===== src/rtl/pipe_pkg.sv =====
// Shared types and helpers for the round-robin pipe arbiter.
package pipe_pkg;

    typedef enum logic [0:0] {
        ARB_IDLE,
        ARB_LOCKED
    } arb_state_e;

    // Next round-robin index after idx, wrapping at n-1 back to 0.
    function automatic int unsigned rr_next(input int unsigned idx, input int unsigned n);
        return (idx + 32'd1 >= n) ? 32'd0 : idx + 32'd1;
    endfunction

endpackage


===== src/rtl/rr_pick.sv =====
// Combinational round-robin picker: first set request at or after start, with wrap-around.
module rr_pick
    import pipe_pkg::*;
#(
    parameter int unsigned NUM_REQ = 4,
    parameter int unsigned ID_W    = $clog2(NUM_REQ)
) (
    input  logic [NUM_REQ-1:0] req,
    input  logic [ID_W-1:0]    start,
    output logic [NUM_REQ-1:0] grant,
    output logic [ID_W-1:0]    grant_id,
    output logic               any_req
);

    logic [ID_W-1:0] idx;

    always_comb begin
        grant    = '0;
        grant_id = '0;
        any_req  = 1'b0;
        idx      = start;
        for (int unsigned k = 0; k < NUM_REQ; k++) begin
            if (!any_req && req[idx]) begin
                grant[idx] = 1'b1;
                grant_id   = idx;
                any_req    = 1'b1;
            end
            idx = ID_W'(rr_next(32'(idx), NUM_REQ));
        end
    end

endmodule


===== src/rtl/pipe_rr_arbiter.sv =====
// Round-robin N:1 arbiter feeding a registered pipe enqueue port.
// Define PIPE_RR_ARBITER_LOCK_EN to hold the grant for a whole burst (until req_last).
module pipe_rr_arbiter
    import pipe_pkg::*;
#(
    parameter  int unsigned NUM_REQ   = 4,
    parameter  int unsigned DATA_SIZE = 32,
    localparam int unsigned ID_W      = $clog2(NUM_REQ)
) (
    input  logic                         clk,
    input  logic                         rst_n,
    input  logic [NUM_REQ*DATA_SIZE-1:0] req_data,
    input  logic [NUM_REQ-1:0]           req_valid,
    input  logic [NUM_REQ-1:0]           req_last,
    output logic [NUM_REQ-1:0]           req_ready,
    output logic [DATA_SIZE-1:0]         out_data,
    output logic                         out_valid,
    output logic                         out_last,
    output logic [ID_W-1:0]              out_id,
    input  logic                         out_ready,
    output logic                         locked
);

    logic                 load_en;
    logic                 xfer;
    logic                 any_req;
    logic                 ptr_adv;
    logic [NUM_REQ-1:0]   eligible;
    logic [NUM_REQ-1:0]   grant;
    logic [ID_W-1:0]      grant_id;
    logic [ID_W-1:0]      rr_ptr_q, rr_ptr_d;
    logic [DATA_SIZE-1:0] data_arr [NUM_REQ];

    always_comb begin
        for (int unsigned i = 0; i < NUM_REQ; i++) begin
            data_arr[i] = req_data[i*DATA_SIZE +: DATA_SIZE];
        end
    end

    rr_pick #(
        .NUM_REQ (NUM_REQ),
        .ID_W    (ID_W)
    ) u_pick (
        .req      (eligible),
        .start    (rr_ptr_q),
        .grant    (grant),
        .grant_id (grant_id),
        .any_req  (any_req)
    );

    assign load_en = !out_valid || out_ready;
    // Gated by rst_n so nothing is accepted while the register is being cleared.
    assign req_ready = (rst_n && load_en && any_req) ? grant : '0;
    assign xfer      = |(req_valid & req_ready);
    assign rr_ptr_d  = ptr_adv ? ID_W'(rr_next(32'(grant_id), NUM_REQ)) : rr_ptr_q;

    always_ff @(posedge clk or negedge rst_n) begin
        if (!rst_n) begin
            out_valid <= 1'b0;
            out_data  <= '0;
            out_last  <= 1'b0;
            out_id    <= '0;
            rr_ptr_q  <= '0;
        end else begin
            rr_ptr_q <= rr_ptr_d;
            if (xfer) begin
                out_valid <= 1'b1;
                out_data  <= data_arr[grant_id];
                out_last  <= req_last[grant_id];
                out_id    <= grant_id;
            end else if (out_ready) begin
                out_valid <= 1'b0;
            end
        end
    end

`ifdef PIPE_RR_ARBITER_LOCK_EN
    arb_state_e      state_q, state_d;
    logic [ID_W-1:0] lock_id_q, lock_id_d;

    always_ff @(posedge clk or negedge rst_n) begin
        if (!rst_n) begin
            state_q   <= ARB_IDLE;
            lock_id_q <= '0;
        end else begin
            state_q   <= state_d;
            lock_id_q <= lock_id_d;
        end
    end

    always_comb begin
        state_d   = state_q;
        lock_id_d = lock_id_q;
        case (state_q)
            ARB_IDLE: begin
                if (xfer && !req_last[grant_id]) begin
                    state_d   = ARB_LOCKED;
                    lock_id_d = grant_id;
                end
            end
            ARB_LOCKED: begin
                if (xfer && req_last[grant_id]) begin
                    state_d = ARB_IDLE;
                end
            end
            default: state_d = ARB_IDLE;
        endcase
    end

    // While locked, the owner is the only candidate even when it is idle.
    always_comb begin
        locked   = (state_q == ARB_LOCKED);
        eligible = req_valid;
        if (locked) begin
            eligible = req_valid & (NUM_REQ'(1) << lock_id_q);
        end
        ptr_adv = xfer && req_last[grant_id];
    end
`else
    assign locked   = 1'b0;
    assign eligible = req_valid;
    assign ptr_adv  = xfer;
`endif

endmodule


===== config.mk =====
export PLATFORM = sky130hd
export DESIGN_NAME = pipe_rr_arbiter
export DESIGN_NICKNAME = d
export VERILOG_FILES = /design/src/rtl/pipe_pkg.sv /design/src/rtl/rr_pick.sv /design/src/rtl/pipe_rr_arbiter.sv
export SDC_FILE = /design/constraint.sdc
export NUM_CORES = 1
export LEC_CHECK = 0
export ABC_CLOCK_PERIOD_IN_PS = 5200
export BUFFER_PORTS_ARGS = -buffer_cell sky130_fd_sc_hd__buf_4
export CAP_MARGIN = 20
export CORE_UTILIZATION = 40
export DETAILED_ROUTE_END_ITERATION = 6
export PLACE_DENSITY = 0.69
export SLEW_MARGIN = 20
export SYNTH_ARGS = -nofsm -noshare
export SYNTH_HDL_FRONTEND = slang
export SYNTH_SLANG_ARGS = --single-unit

===== constraint.sdc =====
create_clock -name clk -period 5.2 [get_ports clk]
set_clock_uncertainty 0.2 [all_clocks]
set_input_delay 0.52 -clock clk [delete_from_list [all_inputs] [get_ports clk]]
set_output_delay 0.52 -clock clk [all_outputs]
set_load 0.005 [all_outputs]

==> metrics.cfg <==
[logic_synthesis]
syn-instance-count = 567
synth_top_cells_by_count = nand3_1, o211ai_1, o21ai_0, o2111ai_1, mux2i_1
syn_nets = 714
syn_avg_cell_area_um2 = 7.92
synth_compound_area_share_pct = 37.2
synth_top_area_share_pct = 21.2
yosys_warnings = 0
seq_area_frac_synth_pct = 21.2
synth_area_leader_cell = dfrtp_1
ys_ff_latch = 38
synthMuxAreaShare_pct = 17.2
synth_top_family_by_area = compound AO/OA/AOI/OAI gates
ys_types = 46
syn_area_um2 = 4490
synthSimpleGateAreaFrac_pct = 10.8
yosys.area_share.adder_pct = 2.23
yosys.area_share.xor_xnor_pct = 0.195
synth_most_common_cell = nand3_1
synth_area_leaders = dfrtp_1, mux2i_1, o2111ai_1
synth_edf_count = 0
synth_ff_type = dfrtp_1
async_reset_ff_share_pct = 100

[floorplan]
initial_utilization_pct = 41.2
io_pins = 180
coreArea_um2 = 10900
die_area_um2 = 11700
die_w_um = 108
rows = 38
die_y_um = 108

[setup_path]
startpoint = rr_ptr_q[0]$_DFFE_PN0P_
crit_arrival_ps = 4020
path_cells = inv_1, ha_1, mux4_2, a21boi_4, a222oi_1, a211oi_1, or4_2, buf_4, mux2i_1
start_kind = register
crit_path_max_incr_delay_ps = 1100
crit-reg2reg-launch = rr_ptr_q[0]$_DFFE_PN0P_
endpoint_kind = register
cpMaxStageDelayCell = or4_2
crit_fanout = 26
path_class = reg2reg
crit_required_ps = 5160

[clocking]
post-cts-setup-buffers = 0
htreeDepth = 2
clock_sinks = 38
post_cts_resized = 0
cts-root-buf = clkbuf_8
worstSkewPairLatency_ps = 290
clk_pin_slew_ps = 80
hold_buffers = 0
cts_buffers = 5
clockBufferDepth = 2
cts_tree = built

[global_routing]
grt_pass1_wl_um = 25100
grt_max_degree = 117
track_usage_pct = 26.7
globalRouteOverflowTotal = 0
grt_pass1_vias = 4877
antenna_found_initial = 0

[run]
cap_violations = 0

[power_and_ir_drop]
power_density_nw_per_um2 = 736
vdd_drop_max_uv = 1010
power_leakage_nw = 2.40

[sta]
finalMaxSlewViolations = 0
setup_viol = 0
timing.final.crit_share_pct = 78.0
slew_headroom_pct = 31.9
final.setup.tns_ps = 0
hold_viol_final = 0
rsz0062_at_grt = false
period_needed_ps = 4060
fmax_mhz = 247
worstMarginPinSlew_ps = 1020

[placed_design]
dpl.hpwl_um = 10600
globalplace.congestion = 0.831
port_buffers = 178
dp.cells = 818

[layout]
nets = 832
drive_gt1_share_pct = 31.8
fin_cells = 826
synthToLayoutAreaGrowth_pct = 31.7
n_antenna_cell = 0

[status]
status = completed

[routing]
drt_iter0_drc = 497
vias_per_cell = 6.42
final_antenna_net_count = 0
firstDrtPassIters = 7
vias = 5307
post_drt_wl_per_cell_um = 19.3
totalWireLength_um = 15900
drcViolationCount = 0

[worst_hold_path]
hp-class = in2async

[layer usage]
| metal | vias up | global-route usage (%) | wire length [um] |
|---|---|---|---|
| met5 | - | 0 | 0 |
| met4 | 0 | 6.56 | 349 |
| met3 | 33 | 3.98 | 1150 |
| met2 | 274 | 44.0 | 7760 |
| met1 | 2541 | 36.5 | 6680 |
| li1 | 2459 | - | - |
[cell usage in the layout (no fill, tap or decap), drive strengths merged, types with 5 or more instances in the layout]
cell	instances
nor2	6
clkbuf	6
mux2i	66
inv	39
a21oi	8
o21ai	69
nand2	5
ha	8
o211ai	69
nand3	71
o2111ai	67
dfrtp	38
buf	192
[worst max-delay path: cells and delay by family, from the launching register on]
| kind | cells | cell delay, ps |
|---|---|---|
| AO/OA/AOI/OAI | 3 | 640 |
| adder cells (fa/ha/maj) | 1 | 570 |
| buffers and inverters | 2 | 450 |
| flip-flops | 1 | 340 |
| multiplexers | 2 | 620 |
| AND/OR/NAND/NOR | 1 | 1100 |
[per-stage QoR]
| stage | area [um2] | hold slack, ps | utilization [%] | total power (W) | setup slack, ps |
|---|---|---|---|---|---|
| after global placement | 5800 | 309 | 53.3 | 0.00399 | 1300 |
| after global routing | 5910 | 30.3 | 54.3 | 0.00470 | 947 |
| final | 5910 | 4.22 | 54.3 | 0.00435 | 1140 |
| after floorplan | 4490 | 24.4 | - | 0.00310 | 1330 |
| after CTS | 5910 | 25.1 | 54.3 | 0.00434 | 1160 |
| after detailed placement | 5800 | 311 | 53.3 | 0.00408 | 1160 |
[cell families (layout without fill, tap and decap cells)]
family                     after synthesis  count (layout)
AOI/OAI and AO/OA                      232             232
buffers and inverters                  120             239
and+or+nand+nor                         94              94
muxes                                   73              73
DFF                                     38              38
adders and majority gates                8               8
other                                    1               1
xor gates and xnor gates                 1               1
[cell type report]
class / instances / area, um2
Fill cell: 1007 / 4970
Multi-Input combinational cell: 409 / 3080
Timing Repair Buffer: 192 / 1450
Sequential cell: 38 / 951
Tap cell: 140 / 175
Inverter: 39 / 146
Clock buffer: 6 / 72.6
Clock inverter: 2 / 37.5
[sequential cells by signal, summed over array words and instances (netlist names)]
| name | count |
|---|---|
| out_data | 32 |
| out_id | 2 |
| out_last | 1 |
| out_valid | 1 |
| rr_ptr_q | 2 |
[power breakdown]
group          total, W  switching [W]  internal, W  leakage, nW
logic           0.00353        0.00216      0.00138         1.90
registers      0.000568       0.000105     0.000463        0.450
clock network  0.000250       0.000106     0.000143       0.0514
[worst paths after layout]
path                            slack (ps)                        to  depth (start not counted)
max in group asynchronous             4420   rr_ptr_q[0]$_DFFE_PN0P_                          1
worst min-delay path                     4  out_data[24]$_DFFE_PN0P_                          1
min in group clk                       320  out_data[25]$_DFFE_PN0P_                          2
worst max register to register        1140  out_data[22]$_DFFE_PN0P_                          9
worst max-delay path                  1140  out_data[22]$_DFFE_PN0P_                          9
worst min register to register         320  out_data[25]$_DFFE_PN0P_                          2
(Power assumes the default switching activity.)
